## src/rtl/noc_arb_pkg.sv

```systemverilog
// Shared definitions for the NoC output-channel arbiter: flit-id encodings and arbiter states.
package noc_arb_pkg;

  localparam logic [2:0] HEAD_ID = 3'b001;
  localparam logic [2:0] TAIL_ID = 3'b100;

  typedef enum logic {
    ARB_IDLE,
    ARB_BUSY
  } arb_state_e;

endpackage

```

## src/rtl/port_timeout_timer.sv

```systemverilog
// Per-port packet watchdog: latches the head-flit length and counts cycles the port holds grant.
module port_timeout_timer #(
  parameter int unsigned      LEN_W   = 12,
  parameter int unsigned      FID_W   = 3,
  parameter logic [FID_W-1:0] HEAD_ID = noc_arb_pkg::HEAD_ID
) (
  input  logic             clk,
  input  logic             rst,
  input  logic             req,
  input  logic [FID_W-1:0] flit_id,
  input  logic [LEN_W-1:0] length,
  input  logic             grant,
  output logic             timesup
);

  logic [LEN_W-1:0] limit_q;
  logic [LEN_W-1:0] count_q;

  always_ff @(posedge clk or posedge rst) begin
    if (rst) begin
      limit_q <= '0;
      count_q <= '0;
    end else begin
      if (req && (flit_id == HEAD_ID)) begin
        limit_q <= length;
      end
      if (!grant) begin
        count_q <= '0;
      end else if (count_q != '1) begin
        count_q <= count_q + LEN_W'(1);
      end
    end
  end

  // limit - 1 is only meaningful when limit is non-zero; zero disables the watchdog.
  assign timesup = (limit_q != '0) && (count_q >= (limit_q - LEN_W'(1)));

endmodule

```

## src/rtl/rr_timeout_arbiter.sv

```systemverilog
// Round-robin output-channel arbiter with per-port length watchdog and tail-flit early release.
module rr_timeout_arbiter #(
  parameter int unsigned      NPORTS  = 5,
  parameter int unsigned      LEN_W   = 12,
  parameter int unsigned      FID_W   = 3,
  parameter logic [FID_W-1:0] HEAD_ID = noc_arb_pkg::HEAD_ID,
  parameter logic [FID_W-1:0] TAIL_ID = noc_arb_pkg::TAIL_ID
) (
  input  logic                      clk,
  input  logic                      rst,
  input  logic [NPORTS-1:0]         req,
  input  logic [NPORTS*FID_W-1:0]   flit_id,
  input  logic [NPORTS*LEN_W-1:0]   length,
  output logic [NPORTS-1:0]         grant,
  output logic                      grant_valid,
  output logic [$clog2(NPORTS)-1:0] grant_idx,
  output logic [NPORTS-1:0]         timeout
);
  import noc_arb_pkg::*;

  localparam int unsigned IdxW = $clog2(NPORTS);

  arb_state_e        state_q, state_d;
  logic [NPORTS-1:0] grant_q, grant_d;
  logic [NPORTS-1:0] timeout_q, timeout_d;
  logic [IdxW-1:0]   idx_q, idx_d;
  logic [IdxW-1:0]   ptr_q, ptr_d;

  logic [FID_W-1:0]  fid [NPORTS];
  logic [NPORTS-1:0] timesup;

  for (genvar i = 0; i < NPORTS; i++) begin : g_port
    assign fid[i] = flit_id[i*FID_W +: FID_W];

    port_timeout_timer #(
      .LEN_W   (LEN_W),
      .FID_W   (FID_W),
      .HEAD_ID (HEAD_ID)
    ) u_timer (
      .clk     (clk),
      .rst     (rst),
      .req     (req[i]),
      .flit_id (fid[i]),
      .length  (length[i*LEN_W +: LEN_W]),
      .grant   (grant_q[i]),
      .timesup (timesup[i])
    );
  end

  // Search starts just past the pointer; the current owner is masked so it cannot re-win
  // on release (grant_q is zero in idle, so nothing is masked there).
  logic [NPORTS-1:0]   masked;
  logic [2*NPORTS-1:0] dbl;
  logic [NPORTS-1:0]   rot;
  logic                found;
  int unsigned         start, win_off, win;
  logic [IdxW-1:0]     win_idx;

  always_comb begin
    masked  = req & ~grant_q;
    start   = int'(ptr_q) + 1;
    dbl     = {masked, masked} >> start;
    rot     = dbl[NPORTS-1:0];
    found   = 1'b0;
    win_off = 0;
    for (int j = 0; j < NPORTS; j++) begin
      if (!found && rot[j]) begin
        found   = 1'b1;
        win_off = j;
      end
    end
    win     = (start + win_off) % NPORTS;
    win_idx = IdxW'(win);
  end

  logic owner_req, owner_tail, owner_tout, release_own, timeout_fire, arbitrate;

  always_comb begin
    owner_req    = req[idx_q];
    owner_tail   = owner_req && (fid[idx_q] == TAIL_ID);
    owner_tout   = timesup[idx_q];
    release_own  = !owner_req || owner_tail || owner_tout;
    // Tail wins over a coincident timeout, so the pulse is suppressed.
    timeout_fire = (state_q == ARB_BUSY) && owner_req && !owner_tail && owner_tout;
    arbitrate    = (state_q == ARB_IDLE) || release_own;
    state_d      = state_q;
    unique case (state_q)
      ARB_IDLE: if (found) state_d = ARB_BUSY;
      ARB_BUSY: if (release_own) state_d = found ? ARB_BUSY : ARB_IDLE;
      default:  state_d = ARB_IDLE;
    endcase
  end

  always_comb begin
    grant_d   = grant_q;
    idx_d     = idx_q;
    ptr_d     = ptr_q;
    timeout_d = '0;
    if (arbitrate) begin
      if (found) begin
        grant_d = NPORTS'(1) << win_idx;
        idx_d   = win_idx;
        ptr_d   = win_idx;
      end else begin
        grant_d = '0;
        idx_d   = '0;
      end
    end
    timeout_d[idx_q] = timeout_fire;
  end

  always_ff @(posedge clk or posedge rst) begin
    if (rst) begin
      state_q   <= ARB_IDLE;
      grant_q   <= '0;
      idx_q     <= '0;
      ptr_q     <= IdxW'(NPORTS - 1);
      timeout_q <= '0;
    end else begin
      state_q   <= state_d;
      grant_q   <= grant_d;
      idx_q     <= idx_d;
      ptr_q     <= ptr_d;
      timeout_q <= timeout_d;
    end
  end

  assign grant       = grant_q;
  assign grant_valid = |grant_q;
  assign grant_idx   = idx_q;
  assign timeout     = timeout_q;

`ifndef SYNTHESIS
  grant_onehot_a: assert property (@(posedge clk) disable iff (rst) $onehot0(grant_q));
`endif

endmodule

```

## config.mk

```make
export PLATFORM = sky130hd
export DESIGN_NAME = rr_timeout_arbiter
export DESIGN_NICKNAME = d
export VERILOG_FILES = /design/src/rtl/noc_arb_pkg.sv /design/src/rtl/port_timeout_timer.sv /design/src/rtl/rr_timeout_arbiter.sv
export SDC_FILE = /design/constraint.sdc
export NUM_CORES = 1
export LEC_CHECK = 0
export ABC_CLOCK_PERIOD_IN_PS = 7800
export CAP_MARGIN = 20
export CELL_PAD_IN_SITES_DETAIL_PLACEMENT = 0
export CELL_PAD_IN_SITES_GLOBAL_PLACEMENT = 1
export CORE_ASPECT_RATIO = 1.1
export CORE_MARGIN = 2
export CORE_UTILIZATION = 35
export DETAILED_ROUTE_END_ITERATION = 8
export HOLD_SLACK_MARGIN = 0.12
export PLACE_DENSITY = 0.68
export SKIP_CTS_REPAIR_TIMING = 1
export SYNTH_ARGS = -nofsm -noshare
export SYNTH_HDL_FRONTEND = slang
export SYNTH_SLANG_ARGS = --single-unit
```

## constraint.sdc

```tcl
create_clock -name clk -period 7.8 [get_ports clk]
set_input_delay 1.56 -clock clk [delete_from_list [all_inputs] [get_ports clk]]
set_output_delay 1.56 -clock clk [all_outputs]
set_load 0.1 [all_outputs]
```

==> results of run 1 <==
-- cell families (layout without fill, tap and decap cells) --
| family | after synthesis | count (layout) |
|---|---|---|
| flops | 137 | 137 |
| buf+inv | 55 | 169 |
| xor+xnor | 83 | 83 |
| fa+ha+maj | 79 | 79 |
| compound gates | 135 | 135 |
| simple gates | 349 | 349 |
| mux | 68 | 68 |
-- sequential cells by signal (all words and copies together), names as in the netlist --
signal,cells
grant,5
g_port.u_timer.limit_q,60
g_port.u_timer.count_q,60
ptr_q,3
state_q,1
timeout,5
grant_idx,3
-- worst max-delay path, delay by kind of cell --
kind / cells / cell delay, ps
XOR/XNOR: 1 / 370
multiplexers: 2 / 750
AND/OR/NAND/NOR: 3 / 400
AO/OA/AOI/OAI: 7 / 1570
adder cells (fa/ha/maj): 4 / 1020
buffers and inverters: 3 / 770
-- cell type report --
type	instances	area [um2]
fillers	2435	13800
multi-input cells	714	5140
flip-flops and latches	137	3430
repair buffers	100	992
clock buffers	20	457
well taps	310	388
clock inverters	11	170
inverters	38	148
-- stage by stage --
step	util, %	power [mW]
finish	43.7	3.76
CTS	43.6	3.79
global route	43.7	4.04
detailed placement	41.1	2.90
global placement	41.1	2.85
floorplan	-	2.47
-- cell usage in the layout, fill, tap and decap left out, types with 22 or more instances in the layout --
cell / Yosys / layout
a21oi_1: 40 / 40
clkdlybuf4s50_1: 0 / 95
dfrtp_1: 136 / 136
ha_1: 78 / 78
inv_1: 33 / 32
mux2_2: 50 / 50
nand2_1: 83 / 83
nand3_1: 22 / 22
nor2_1: 94 / 94
nor3_1: 34 / 32
o21ai_0: 35 / 35
xnor2_1: 44 / 44
xor2_1: 39 / 39
-- metal layers --
metal	part of all wire [%]	wire (um)	global-route usage (%)
met5	0	0	0
met4	1.1	233	4.39
met3	4.5	916	3.21
met2	46	9470	26.9
met1	48	9860	22.3
-- report_power, final --
part	total, mW	internal [mW]	switching (mW)
Combinational	1.87	0.798	1.07
Sequential	1.01	0.843	0.168
Clock	0.874	0.551	0.324
Total	3.76	2.19	1.57
-- worst paths after layout --
| kind | slack, ps | endpoint | depth (start not counted) | startpoint |
|---|---|---|---|---|
| max | 1670 | grant[2] | 20 | req[0] |
| min | 550 | g_port[2].u_timer.limit_q[11] | 1 | g_port[2].u_timer.limit_q[11] |
| max reg2reg | 2730 | grant[2] | 19 | grant[4] |
| min reg2reg | 550 | g_port[2].u_timer.limit_q[11] | 1 | g_port[2].u_timer.limit_q[11] |
| max in group asynchronous | 4830 | g_port[3].u_timer.count_q[11] | 3 | rst |
| min in group asynchronous | 1610 | g_port[4].u_timer.limit_q[9] | 2 | rst |
==> results.toml, run 1 <==
[run_status]
outcome = "completed"

[global_routing]
track_usage_pct = 16.4
grt_max_degree = 72
grt_overflow_total = 0
grt_pass1_wl_mm = 34.4
antenna_found_initial = 0
grt_pass1_vias = 6813

[setup_path]
slowest_delay_ps = 610
path_common_cell = "ha_1"
crit_required_ps = 8110
worst_ep_arrival_time_ps = 6430
worst-path-max-fanout = 6
path_cells = "clkdlybuf4s50_1 -> nor2b_1 -> a221oi_1 -> a221o_1 -> a21boi_0 -> o21ai_1 -> ha_1 -> fa_1 -> xor2_1 -> ha_1 -> inv_1 -> a31o_1 -> a22o_1 -> inv_1 -> ha_1 -> nand2b_1 -> a21oi_1 -> mux2i_1 -> nor3b_1 -> mux2_4"
slowest_stage = "clkdlybuf4s50_1"
worstSetupPathType = "in -> reg"
cp-start-kind = "primary input"
end_kind = "flop"

[routing]
route.detailed.drc = 0
drt_iter0_drc = 370
vias = 6790
drt-total-wl_mm = 20.5
wl_per_cell_um = 15.4
first_pass_iters = 4
postRouteAntennaNets = 0
via_per_inst = 5.11

[sta]
whs_ps = 555
relSlewSlack_pct = 30.0
finalSetupViolations = 0
finalHoldViolCount = 0
final_max_slew_viol_count = 0
finalCriticalPeriod_ps = 6130
setup_ws_ps = 1670
max_freq_mhz = 163
final.setup.tns_ps = 0
fin_worst_skew_ps = 10.5
worstMarginPinSlew_ps = 1050
rsz0062_at_grt = "false"
min_period_over_period_pct = 78.6

[clock_network]
cts_tree = "yes"
clock_sinks = 137
cts_max_path_buffers = 2
cts_max_level = 4
clkTransAtPathRegs_ps = 60
cts_made_buffers = 17
root_buffer = "clkbuf_16"
insertion_delay_ps = 420

[cells_and_area]
fin_area_mm2 = 0.0107
nNetsFinal = 1169
final_cell_count_no_fill = 1330
syn2layout_area_growth_pct = 22.0
drive_gt1_share_pct = 10.3
antenna_cells = 0

[floorplanning]
die_area_mm2 = 0.0264
die_y_um = 170
initial_core_util_pct = 35.8
placementRows = 60
core_area_mm2 = 0.0245
ios = 96
die_w_um = 155

[synthesis]
yosysTopAreaCellShare_pct = 38.7
ys_seq_area_share_pct = 39.0
yosys_warnings = 0
avgSynthCellArea_um2 = 9.70
syn_nets = 1067
ys.flop_type = "dfrtp_1"
synth_area_mm2 = 0.00879
synth_most_common_cell = "dfrtp_1"
synth_common_cells = "136 x dfrtp_1, 94 x nor2_1, 83 x nand2_1, 78 x ha_1, 50 x mux2_2"
synthArstFlopShare_pct = 100
synth_xor_area_share_pct = 8.27
synth_cell_types = 69
synth_compound_area_share_pct = 9.75
synth_simple_gate_area_share_pct = 20.4
synth_edf_count = 0
synth_top_family_by_area = "simple AND/OR/NAND/NOR gates"
synth-seq-cells = 137
muxShareOfSynthArea_pct = 8.63
synthAdderAreaFrac_pct = 11.3
yosys.area.top_type = "dfrtp_1"
netlist_top_cells_area = "dfrtp_1 39%, ha_1 11%, mux2_2 6.4%"
synthCells = 906

[pwr]
ir_drop_mv = 0.228
power.density_mw_per_mm2 = 350
p_leak_nw = 4.50

[place]
dp.cells = 1298
dpl.hpwl_mm = 15.5
io_buffers = 95
place_ws_ps = 1280
place_congestion = 0.836
dpl_cell_area_mm2 = 0.0101

[run]
drv_cap = 0

[hold_path]
worstHoldPathType = "reg -> reg"
No activity file was read; power rests on OpenSTA's default activity.
==> inputs of run 2 (changes only) <==
ABC_CLOCK_PERIOD_IN_PS = 5600   (was 7800)
PLACE_DENSITY = 0.7   (was 0.68)
clock period = 5.6 ns   (was 7.8 ns; I/O delays follow)
==> run 2 against run 1 <==
  * Clock power grew 28%
  * Global-route usage shrank 0.31 points
  * First-iteration DRC count shrank 22%
  * Cell count grew 0.60%
  * Routed wire length shrank 0.49%
  * Register-to-register slack lost 1800 ps
  * Combinational power grew 48%
  * Worst hold slack lost 1.0 ps
  * Flip-flop and latch count is the same
  * Die area is the same
  * Sequential power grew 40%
  * Critical path depth is the same
  * Critical endpoint unchanged
  * Largest cell class unchanged
==> results.toml, run 2 (synthesized netlist as in run 1, its figures left out) <==
[run_status]
outcome = "completed"

[global_routing]
antenna_found_initial = 0
grt_overflow_total = 0
track_usage_pct = 16.1
grt_pass1_wl_mm = 34.0
grt_max_degree = 70
grt_pass1_vias = 6837

[clock_network]
cts_made_buffers = 17
insertion_delay_ps = 420
clock_sinks = 137
cts_max_level = 4
cts_max_path_buffers = 2
root_buffer = "clkbuf_16"
cts_tree = "yes"
clkTransAtPathRegs_ps = 60

[cells_and_area]
syn2layout_area_growth_pct = 22.3
antenna_cells = 0
final_cell_mix = "136 x dfrtp_1, 95 x clkdlybuf4s50_1, 94 x nor2_1"
final_cell_count_no_fill = 1338
reg_top3 = "g_port.u_timer.count_q: 60 flops, g_port.u_timer.limit_q: 60 flops"
drive_gt1_share_pct = 11.0
nNetsFinal = 1177
final_common_cell = "dfrtp_1"
fin_util_pct = 43.8

[setup_path]
slowest_delay_ps = 540
worstSetupPathType = "in -> reg"
regToRegStartpoint = "grant[4]"
path_delay_family = "compound AO/OA/AOI/OAI gates"
path_cells = "clkdlybuf4s50_1 -> nor2b_1 -> a221oi_1 -> o22ai_1 -> a211oi_1 -> a21oi_1 -> nand2_1 -> fa_1 -> inv_1 -> ha_1 -> inv_1 -> a31o_1 -> a22o_1 -> inv_1 -> ha_1 -> nand2b_1 -> a21oi_1 -> mux2i_1 -> nor3b_1 -> mux2_4"
end_kind = "flop"
worst-path-max-fanout = 4
worst_ep_arrival_time_ps = 5600
cp-start-kind = "primary input"
slowest_stage = "clkdlybuf4s50_1"
path_common_cell = "inv_1"
critPathBufInv = 4
cp-startpoint = "req[0]"
crit_required_ps = 5900

[floorplanning]
die_area_mm2 = 0.0264
placementRows = 60
die_w_um = 155
core_area_mm2 = 0.0245
initial_core_util_pct = 35.8
ios = 96
die_y_um = 170

[sta]
max_freq_mhz = 188
worstMarginPinSlew_ps = 1050
finalHoldViolCount = 0
rsz0062_at_grt = "false"
finalCriticalPeriod_ps = 5310
setup_ws_ps = 294
fin_worst_skew_ps = 15.9
min_period_over_period_pct = 94.7
finalSetupViolations = 0
final_max_slew_viol_count = 0
relSlewSlack_pct = 29.7

[pwr]
power.density_mw_per_mm2 = 494
seq_power_share_pct = 26.6
p_clk_share_pct = 21.2
combPwrFrac_pct = 52.2
ir_drop_mv = 0.433
p_sw_mw = 2.18
switching_share_pct = 41.0
fin_total_pwr_mw = 5.31
p_leak_nw = 4.53
internal_power_mw = 3.13

[hold_path]
worstHoldPathType = "reg -> reg"
min_from = "g_port[4].u_timer.limit_q[11]"

[routing]
first_pass_iters = 4
postRouteAntennaNets = 0
wl_per_cell_um = 15.2
route.detailed.drc = 0
vias = 6779
drt_iter0_drc = 287
via_per_inst = 5.07
drt-total-wl_mm = 20.4

[place]
dpl.hpwl_mm = 15.6
io_buffers = 95
dp.cells = 1306
place_ws_ps = -108
place_congestion = 0.855

[run]
drv_cap = 0
-- run 2: changes by cell type in the layout (fill, tap and decap cells not counted), sizes merged --
cell and change:
buf +8, clkbuf +1, bufinv -2, inv -1, clkinvlp -1, clkinv +3
-- run 2: final timing paths --
| kind | to | cells past startpoint | slack, ps |
|---|---|---|---|
| max | grant[2] | 20 | 290 |
| min | g_port[4].u_timer.limit_q[11] | 1 | 550 |
| max reg2reg | grant[2] | 20 | 900 |
| min reg2reg | g_port[4].u_timer.limit_q[11] | 1 | 550 |
| max in group asynchronous | ptr_q[2] | 3 | 3440 |
| min in group asynchronous | g_port[4].u_timer.count_q[2] | 2 | 1180 |
-- run 2: metal layers --
metal	vias to the layer above	GRT usage [%]	part of all wire (%)
li1	3456	-	-
met1	3200	20.6	47
met2	113	27.5	47
met3	10	3.67	4.4
met4	0	4.39	0.80
met5	-	0	0
-- run 2: power by group through the flow --
stage / combinational (mW) / sequential, mW / clock, mW
3_5_place_dp: 2.77 / 1.43 / 0
2_1_floorplan: 2.01 / 1.43 / 0
3_3_place_gp: 2.73 / 1.43 / 0
6_report: 2.77 / 1.41 / 1.12
4_1_cts: 2.79 / 1.41 / 1.17
5_1_grt: 3.08 / 1.44 / 1.21
-- run 2: per-stage QoR --
stage / hold WS (ps) / instance area, um2 / TNS, ps
4_1_cts: 561 / 10700 / 0
3_3_place_gp: 531 / 10100 / 0
3_5_place_dp: 547 / 10100 / -317
6_report: 554 / 10700 / 0
2_1_floorplan: 503 / 8790 / 0
5_1_grt: 582 / 10700 / 0
-- run 2: final cells by class --
type                       count  area, um2
tap                          310        388
clock inverter                10        120
timing repair buffer         108       1050
clock buffer                  21        470
multi-input combinational    714       5140
fill                        2366      13800
inverter                      38        148
sequential                   137       3430
==> inputs of run 3 (changes only) <==
PLACE_DENSITY = not set   (was 0.7)
PLACE_DENSITY_LB_ADDON = 0.1   (was not set)
==> run 3 against run 2 <==
  * Cell area is 1.5% higher
  * Non-clock buffer count up 7
  * Register-to-register slack improved by 20 ps
  * Worst hold slack got worse by 0.63 ps
  * Critical path depth up 2
  * Core utilization increased by 0.66 points
  * Power rose by 4.2%
  * Largest power group unchanged
  * Flip-flop and latch count unchanged
==> results.toml, run 3 (synthesized netlist as in run 1, its figures left out) <==
[global_routing]
track_usage_pct = 17.2
grt_pass1_vias = 6870
antenna_found_initial = 0
grt_max_degree = 61
grt_pass1_wl_mm = 35.9
grt_overflow_total = 0

[setup_path]
worstSetupPathType = "in -> reg"
crit_required_ps = 5900
cp-start-kind = "primary input"
r2r_slack_ps = 920
r2r_cells = 21
worst_ep_arrival_time_ps = 5510
rr_endpoint = "grant[0]"
end_kind = "flop"
regToRegStartpoint = "grant[4]"
worst-path-max-fanout = 3

[sta]
finalSetupViolations = 0
max_freq_mhz = 192
min_period_over_period_pct = 93.1
fin_worst_skew_ps = 9.08
relSlewSlack_pct = 31.8
rsz0062_at_grt = "false"
finalCriticalPeriod_ps = 5210
worstMarginPinSlew_ps = 1020
finalHoldViolCount = 0
final_max_slew_viol_count = 0

[routing]
first_pass_iters = 5
drt_iter0_drc = 250
postRouteAntennaNets = 0
via_per_inst = 5.08
route.detailed.drc = 0
wl_per_cell_um = 15.9
vias = 6830
drt-total-wl_mm = 21.4

[place]
dpl.hpwl_mm = 16.4
place_congestion = 0.783
io_buffers = 95
dp.cells = 1312

[hold_path]
min_from = "g_port[2].u_timer.limit_q[11]"
holdPathEnd = "g_port[2].u_timer.limit_q[11]"
holdPathStages = 1
worstHoldPathType = "reg -> reg"

[pwr]
p_leak_nw = 4.61
ir_drop_mv = 0.386
power.density_mw_per_mm2 = 507

[clock_network]
cts_max_level = 4
cts_max_path_buffers = 2
clkTransAtPathRegs_ps = 60
cts_tree = "yes"
clock_sinks = 137
insertion_delay_ps = 420
root_buffer = "clkbuf_16"
cts_made_buffers = 17

[cells_and_area]
fin_util_pct = 44.4
antenna_cells = 0
nNetsFinal = 1184
final_cell_count_no_fill = 1345
reg_top3 = "g_port.u_timer.count_q: 60 flops, g_port.u_timer.limit_q: 60 flops"
drive_gt1_share_pct = 11.8
syn2layout_area_growth_pct = 24.2
final_common_cell = "dfrtp_1"
final_cell_mix = "136 x dfrtp_1, 95 x clkdlybuf4s50_1, 94 x nor2_1"
fill_cells = 2401

[run]
drv_cap = 0

[floorplanning]
initial_core_util_pct = 35.8
die_y_um = 170
core_area_mm2 = 0.0245
ios = 96
placementRows = 60
die_w_um = 155
die_area_mm2 = 0.0264

[run_status]
outcome = "completed"
## run 3: metal layers
layer / share of wire (%) / global-route usage [%] / vias to the layer above
met2: 47 / 28.4 / 124
met1: 49 / 23.5 / 3226
met3: 3.9 / 3.16 / 12
li1: - / - / 3468
met5: 0 / 0 / -
met4: 0.77 / 3.99 / 0
## run 3: where the power goes
group	internal [mW]	switching [mW]	leakage (nW)	total, mW
clock network	0.880	0.445	0.331	1.32
logic	1.28	1.54	2.51	2.82
registers	1.18	0.208	1.77	1.38
## run 3: cell type report
type	instances	area, um2	share of cell area (%)
clock buffers	19	433	3.97
clock inverters	12	246	2.26
inverters	38	148	1.35
multi-input cells	714	5150	47.2
flip-flops and latches	137	3430	31.4
well taps	310	388	3.56
repair buffers	115	1110	10.2
## run 3: stage by stage
stage	TNS (ps)	power [mW]	setup slack, ps	hold WS [ps]	cell area (um2)
floorplan	0	3.44	655	503	8790
global placement	0	4.18	5.41	532	10200
detailed placement	-49.6	4.21	-30.4	542	10200
CTS	0	5.57	408	556	10900
global route	0	5.99	35.3	575	10900
finish	0	5.53	388	553	10900
## run 3: critical path, cell delays in order
cell and delay, ps:
clkdlybuf4s50_1 550, nor2b_1 260, nor3_1 70, a221oi_1 460
buf_4 210, a21oi_1 40, o21ai_1 150, ha_1 200
fa_1 430, inv_1 90, ha_1 160, inv_1 70
a31o_1 170, a22o_1 260, inv_1 90, ha_1 190
nand2b_1 80, a21oi_2 210, buf_4 140, mux2i_1 210
nor3b_1 70, mux2_4 260
## run 3: how the worst max path moves through the flow
stage / from / endpoint / slack (ps) / depth (start not counted)
5_1_grt: req[2] / grant[3] / 40 / 21
6_report: req[2] / grant[0] / 390 / 22
4_1_cts: req[0] / grant[0] / 410 / 21
3_5_place_dp: req[0] / grant[0] / -30 / 21
3_3_place_gp: req[1] / grant[0] / 5 / 21
2_1_floorplan: req[3] / grant[2] / 660 / 19
